<file path="config.mk">
export PLATFORM = sky130hd
export DESIGN_NAME = genius_seq_player
export DESIGN_NICKNAME = d
export VERILOG_FILES = /design/src/rtl/genius_seq_player.sv
export SDC_FILE = /design/constraint.sdc
export NUM_CORES = 1
export LEC_CHECK = 0
export CORE_UTILIZATION = 45
export CTS_CLUSTER_SIZE = 40
export DETAILED_ROUTE_END_ITERATION = 12
export PLACE_DENSITY = 0.66
export SYNTH_ARGS = -nofsm -noshare
export SYNTH_HDL_FRONTEND = slang
export SYNTH_SLANG_ARGS = --single-unit
</file>
<file path="constraint.sdc">
create_clock -name CLK_i -period 2.9 [get_ports CLK_i]
set_input_delay 0.435 -clock CLK_i [delete_from_list [all_inputs] [get_ports CLK_i]]
set_output_delay 0.435 -clock CLK_i [all_outputs]
set_load 0.01 [all_outputs]
</file>
<file path="src/rtl/genius_seq_player.sv">
// genius_seq_player: steps a stored color sequence onto the mux select with timed LED on/off phases.
// Optional ABORT_i input when GENIUS_SEQ_ABORT_EN is defined.
module genius_seq_player #(
  parameter int MAX_LEN   = 16,
  parameter int ADDR_W    = 4,
  parameter int ON_TICKS  = 4,
  parameter int OFF_TICKS = 2,
  parameter int CNT_W     = 8
) (
  input  logic              CLK_i,
  input  logic              RST_i,
  input  logic              TICK_i,
  input  logic              WR_EN_i,
  input  logic [ADDR_W-1:0] WR_ADDR_i,
  input  logic [1:0]        WR_DATA_i,
  input  logic              START_i,
  input  logic [ADDR_W:0]   LEN_i,
  output logic [1:0]        SEL_o,
  output logic              LED_EN_o,
  output logic [ADDR_W-1:0] STEP_o,
  output logic              BUSY_o,
  output logic              DONE_o
`ifdef GENIUS_SEQ_ABORT_EN
  , input logic             ABORT_i
`endif
);
  typedef enum logic [1:0] {IDLE, ON, OFF, FIN} state_t;
  state_t            state;
  logic [1:0]        mem [MAX_LEN];
  logic [CNT_W-1:0]  cnt;
  logic [ADDR_W:0]   len;
  logic [ADDR_W-1:0] nxt_step;
  logic              abort;
`ifdef GENIUS_SEQ_ABORT_EN
  assign abort = ABORT_i;
`else
  assign abort = 1'b0;
`endif
  assign nxt_step = (state == IDLE) ? '0 : STEP_o + 1'b1;
  always_ff @(posedge CLK_i)
    if (WR_EN_i) mem[WR_ADDR_i] <= WR_DATA_i;
  always_ff @(posedge CLK_i) begin
    if (RST_i) begin
      state    <= IDLE;
      SEL_o    <= '0;
      LED_EN_o <= 1'b0;
      STEP_o   <= '0;
      BUSY_o   <= 1'b0;
      DONE_o   <= 1'b0;
      cnt      <= '0;
      len      <= '0;
    end else begin
      case (state)
        IDLE: if (START_i) begin
          BUSY_o <= 1'b1;
          if (LEN_i == '0) begin
            state  <= FIN;
            DONE_o <= 1'b1;
          end else begin
            state    <= ON;
            len      <= (LEN_i > (ADDR_W+1)'(MAX_LEN)) ? (ADDR_W+1)'(MAX_LEN) : LEN_i;
            STEP_o   <= nxt_step;
            SEL_o    <= mem[nxt_step];
            cnt      <= '0;
            LED_EN_o <= 1'b1;
          end
        end
        ON: if (abort) begin
          state    <= IDLE;
          LED_EN_o <= 1'b0;
          BUSY_o   <= 1'b0;
          cnt      <= '0;
        end else if (TICK_i) begin
          cnt <= (cnt == CNT_W'(ON_TICKS-1)) ? '0 : cnt + 1'b1;
          if (cnt == CNT_W'(ON_TICKS-1)) begin
            state    <= OFF;
            LED_EN_o <= 1'b0;
          end
        end
        OFF: if (abort) begin
          state  <= IDLE;
          BUSY_o <= 1'b0;
          cnt    <= '0;
        end else if (TICK_i) begin
          cnt <= (cnt == CNT_W'(OFF_TICKS-1)) ? '0 : cnt + 1'b1;
          if (cnt == CNT_W'(OFF_TICKS-1)) begin
            if ({1'b0, STEP_o} == len - 1'b1) begin
              state  <= FIN;
              DONE_o <= 1'b1;
            end else begin
              state    <= ON;
              STEP_o   <= nxt_step;
              SEL_o    <= mem[nxt_step];
              LED_EN_o <= 1'b1;
            end
          end
        end
        default: begin
          state  <= IDLE;
          DONE_o <= 1'b0;
          BUSY_o <= 1'b0;
        end
      endcase
    end
  end
endmodule

</file>
# Word-level counts from Yosys, hierarchy flattened
# Memories as Yosys holds them, arrays and structs flattened.
# Cells that the tools add are included.
word_totals:
  reg_bits: 24
  ram_bits: 32
  input_bits: 16
  out_inout_bits: 9
  wordCells: 89
  n_memories: 1
op_classes:
  addsub: 3
  n_lt_le_gt_ge: 1
  n_eq_ne: 14
  n_mux: 47
  n_bitwise: 3
  reduce_logical: 12
mem_list:
  columns: ["name", "depth", "word_bits", "read_ports", "rd_ports_with_merged_regs", "wr", "line_no", "text"]
  rows:
  - ["mem", 16, 2, 1, 0, 1, "29", "logic [1:0] mem [MAX_LEN];"]
ops:
  columns: ["cell", "count"]
  rows:
  - ["8-bit 2-to-1 mux", 6]
  - ["2-bit 2-to-1 mux", 12]
  - ["4-bit 2-to-1 mux", 6]
  - ["8-bit case mux with 3 select lines", 1]
  - ["2-bit != test (second input constant)", 8]
  - ["1-bit 2-to-1 mux", 15]
  - ["6-bit AND reduction", 2]
  - ["5-bit AND reduction", 2]
  - ["8-bit by 1-bit adder with 8-bit output (second input constant)", 1]
  - ["8-bit by 1-bit equality test with 1-bit output (second input constant)", 1]
  - ["8-bit by 2-bit equality test with 1-bit output (second input constant)", 1]
  - ["4-bit case mux with 2 select lines", 1]
  - ["8-bit AND reduction", 1]
  - ["1-bit case mux with 3 select lines", 2]
  - ["2-bit case mux with 3 select lines", 1]
  - ["4-bit by 5-bit equality test with 1-bit output", 1]
  - ["5-bit greater-than comparator (second input constant)", 1]
  - ["5-bit zero test", 1]
  - ["5-bit 2-to-1 mux", 1]
  - ["5-bit by 1-bit subtractor with 5-bit output (second input constant)", 1]
  - ["4-bit by 1-bit adder with 4-bit output (second input constant)", 1]
  - ["2-bit case mux with 2 select lines", 1]
  - ["1-bit NOT", 3]
  - ["3-bit AND reduction", 1]
  - ["9 further kinds", 9]

# Longest topological paths before layout
# An unclocked memory read counts as a cell.
logic_depth:
  depth_word: 7
  ltp_mapped: 10
  depth_no_buf: 8

# Worst setup path after synthesis
# No wires, ideal clock.
synth_timing:
  kind: "register -> register"
  from: "register state[0]"
  to: "register SEL_o[1]"
  setup_ps: 130
  arrival_time_ps: 2199
  t_required_ps: 2770
  path_slack_ps: 571
  stages_incl_launch_ff: 10
  path_buffers: 1
  synth_period_minus_slack_ps: 2329
  cell_sequence: "dfxtp_1 > inv_1 > ha_1 > buf_2 > nor2_2 > mux4_1 > or3b_1 > o311a_1 > o311ai_1 > a21oi_2"
synth_between:
  elab_chain_cells: 7
  word_cells_on_any_way: 17
  classes_between: "6 x eq/ne; 7 x mux; 3 x reduce/logical; 1 x memory"
synth_rtl:
  columns: ["item", "line_no", "text"]
  rows:
  - ["start, declared", "28", "state_t state;"]
  - ["start signal, assigned", "44", "state <= IDLE;"]
  - ["start signal, assigned", "57", "state <= FIN;"]
  - ["start signal, assigned", "60", "state <= ON;"]
  - ["2-bit zero test", "39, 53", null]
  - ["4-bit 2-to-1 mux", "39", "assign nxt_step = (state == IDLE) ? '0 : STEP_o + 1'b1;"]
  - ["memory read 16 x 2 bit", null, null]
  - ["2-bit 2-to-1 mux", "87", "if ({1'b0, STEP_o} == len - 1'b1) begin"]
  - ["2-bit 2-to-1 mux", "86", "if (cnt == CNT_W'(OFF_TICKS-1)) begin"]
  - ["2-bit 2-to-1 mux", "84", "end else if (TICK_i) begin"]
  - ["2-bit case mux with 2 select lines", "53", "case (state)"]
  - ["end signal, assigned", "63", "SEL_o <= mem[nxt_step];"]
  - ["end signal, assigned", "93", "SEL_o <= mem[nxt_step];"]
  - ["end, declared", "18", "output logic [1:0] SEL_o,"]
# Parallel ways exist; a longest one is shown, timed or not. The select of a mux whose other input is x is not followed.
# A chain may end at the register's enable or synchronous reset.

# Worst setup path in the final report
layout_timing:
  from: "register state[0]"
  to: "register LED_EN_o"
layout_between:
  elab_chain_cells: 3
  word_cells_on_any_way: 13
  classes_between: "9 x eq/ne; 1 x mux; 3 x reduce/logical"
layout_rtl:
  columns: ["item", "line_no", "text"]
  rows:
  - ["2-bit by 1-bit equality test with 1-bit output, or another cell as far along", "53", null]
  - ["2-bit != test (no source line) / 3-bit nonzero test (equally long branches)", null, null]
  - ["8-bit AND reduction (no source line)", null, null]
  - ["end signal, assigned", "46", "LED_EN_o <= 1'b0;"]
  - ["end signal, assigned", "65", "LED_EN_o <= 1'b1;"]
  - ["end signal, assigned", "70", "LED_EN_o <= 1'b0;"]
  - ["end, declared", "19", "output logic LED_EN_o,"]
# Parallel ways exist; a longest one is shown, timed or not.

==> summary.txt <==
Run status
  • Status: complete, no violations

Placement
  • DP Cell Count: 347
  • Final Wtd Congestion: 0.764
  • Final HPWL DP: 3.60 mm
  • PortBufs: 24
  • Pre-CTS setup slack: 0.378 ns

Timing
  • Final setup TNS: 0 ns
  • Max-slew headroom: 50.1%
  • Tmin final: 2.32 ns
  • Max Freq: 430 MHz
  • Final worst-path setup slack: 0.577 ns
  • Final Max Slew Viols: 0
  • Endpoints failing setup: 0
  • Worst Tran Pin Value: 0.749 ns
  • Final-report hold violation count: 0
  • Final period utilization: 80.1%
  • RSZ-0062 raised after global routing: no
  • Worst Skew: 0.00561 ns

Clocking
  • Clk buf depth: 2
  • Clk slew on worst S/H paths: 0.10 ns
  • CTS tree: yes
  • Post-CTS sizing: 0
  • CTS Hold Bufs: 0
  • TritonCTS Sinks: 56
  • Post CTS Setup Buffer Count: 0
  • CTS Buf Count: 5
  • H-tree depth: 2
  • Clock latency on the worst-skew pair: 0.31 ns
  • Root Driver: clkbuf_8

Cells and area
  • Share of layout cells above drive strength 1: 10.7%
  • Antenna diodes: 0
  • Area Overhead vs Synth: 15.3%
  • Final core area utilization: 54.3%
  • Post-Layout Cell Count: 355
  • Net count, final: 303

Yosys
  • EDFF count, synth: 32
  • Cell taking the most area after synthesis: edfxtp_1
  • Top_reg_cell synth: edfxtp_1
  • Synth area leaders: edfxtp_1 34%, dfxtp_1 17%, nor2_1 5.2%, ha_1 3.6%, a21oi_1 2.5%
  • Synthesized net count: 277
  • Compound-gate portion of the synthesized area: 10.6%
  • Mapped Cells: 253
  • Syn. warnings: 0
  • Synthesized cell area: 2810 um^2
  • Async set-or-reset flop fraction in the synthesized netlist: 0%
  • Area share of fa/ha/maj cells after synthesis: 3.57%
  • Largest family of logic cells by synthesized area: simple AND/OR/NAND/NOR gates
  • Mean Syn Cell Area: 11.1 um^2
  • Simple-gate share of the synthesized area: 19.2%
  • Seq/Total Area, Yosys: 51.4%
  • Proportion of synthesized area in mux cells: 6.47%
  • Top cell type's share of synthesized area: 34.3%
  • Post-synth cell types: 57
  • XOR/XNOR Fraction of Synth Area: 5.04%
  • Yosys reg bits: 56

Die
  • Die width: 81.0 um
  • Die span in y: 81.0 um
  • Core ar.: 5960 um^2
  • Row count: 28
  • Starting Density: 47.1%
  • IO Pins: 25
  • Die area: 6550 um^2

GRT
  • Vias in the first global route: 1,847
  • Met1 Usage GRT: 22.0%
  • Met2 Use GR: 27.7%
  • Total track usage: 16.8%
  • GR peak layer: met2
  • Met3 Use GR: 3.03%
  • First-pass GRT wire length: 8.38 mm
  • Initial antenna violation count: 0
  • Grt ovf: 0
  • Largest net degree at the start of global routing: 20

Setup path
  • Path depth of the worst reg2reg path: 7
  • Worst EP arrival: 2.53 ns
  • CP Launch Type: register
  • Crit Path Class: reg -> reg
  • CP Capture Type: register
  • Crit path required time: 3.11 ns
  • CP Max Fanout: 11

Drt
  • Final wirelength: 4.88 mm
  • Drt drc: 0
  • Via density: 5.43
  • First-pass detailed-route iteration total: 4
  • WL per Instance: 13.7 um
  • Initial DRC count: 75
  • Vias post-DR: 1,928
  • Post-DRT Antenna Nets: 0

Power and ir drop
  • Pwr/cell area: 682 nW/um^2
  • Pwr Total: 2.21 mW
  • Maximum VDD drop: 319 uV
  • Leak: 1.10 nW

Worst hold path
  • Hold Path Depth: 2
  • Worst hold path type: reg -> reg

Flow run
  • MaxCap Viol Count: 0
-- worst max-delay path, stage by stage (launching register included) --
cell and delay (ns):
dfxtp_1 0.35, inv_1 0.09, ha_1 0.31, or3_1 0.17, o21ai_0 0.07, a21oi_1 0.59
nor3b_1 0.29, mux2_2 0.35
-- cell usage in the layout, fill, tap and decap left out, drive strengths merged, types with 3 or more instances in the layout --
cell           netlist  layout
ha                   8       8
nand2b               3       3
nor2b                4       4
nor3                 8       8
o221ai               4       4
inv                 11      12
xor2                 8       8
buf                  7       6
nor3b                5       5
nand3b               4       4
clkdlybuf4s50        0      24
o21ai                8       8
nand4                7       7
nor2                40      40
xnor2                6       6
clkbuf               4       5
mux4                 5       5
dfxtp               24      24
nand2                8       8
mux2i                5       5
edfxtp              32      32
nand3                5       5
a21oi               15      15
and3                 3       3
-- synth_stat cells, types with 6 or more instances --
cell type / n
nor2_1: 39
edfxtp_1: 32
dfxtp_1: 24
a21oi_1: 14
inv_1: 11
ha_1: 8
nand2_1: 8
nand4_1: 7
nor3_1: 7
xor2_1: 7
o21ai_0: 6
xnor2_1: 6
-- metrics by stage --
step	area [um^2]	hold WS (ns)
global route	3240	0.546
floorplan	2810	0.462
global placement	3120	0.486
detailed placement	3120	0.493
CTS	3240	0.506
finish	3240	0.501
-- report_power, final --
part	internal [mW]	switching [mW]	leakage (nW)
Combinational	0.352	0.382	0.557
Clock	0.260	0.256	0.0548
Sequential	0.905	0.0535	0.484
-- final cells by class --
cell class | count | area (um^2)
well taps | 75 | 93.8
clock inverters | 3 | 46.3
repair buffers | 30 | 285
flip-flops and latches | 56 | 1440
multi-input cells | 175 | 1260
clock buffers | 5 | 68.8
fillers | 528 | 2720
inverters | 11 | 41.3
-- logic make-up (layout without fill, tap and decap cells) --
family,after synthesis,after routing
and+or+nand+nor,99,99
muxes,11,11
xor gates and xnor gates,14,14
buffers and inverters,22,49
AOI/OAI and AO/OA,43,43
DFF,56,56
adders and majority gates,8,8
-- metal layers --
metal / vias to the layer above / routed length, um
met5: - / 0
met4: 0 / 76
met3: 8 / 172
met2: 31 / 2320
met1: 909 / 2310
li1: 980 / -
-- registers in the layout, summed over array words and instances (netlist names) --
name and cells:
DONE_o 1, STEP_o 4, state 2, cnt 8, len 5, BUSY_o 1, mem 32, LED_EN_o 1
SEL_o 2
-- worst paths after layout --
path	startpoint	to	slack, ns
worst max-delay path	state[0]$_SDFFE_PP0P_	LED_EN_o$_SDFFE_PP0P_	0.58
worst max register to register	state[0]$_SDFFE_PP0P_	LED_EN_o$_SDFFE_PP0P_	0.58
worst min register to register	SEL_o[0]$_SDFFE_PP0P_	SEL_o[0]$_SDFFE_PP0P_	0.50
worst min-delay path	SEL_o[0]$_SDFFE_PP0P_	SEL_o[0]$_SDFFE_PP0P_	0.50
Note: power is estimated with default switching activity, not from simulation.
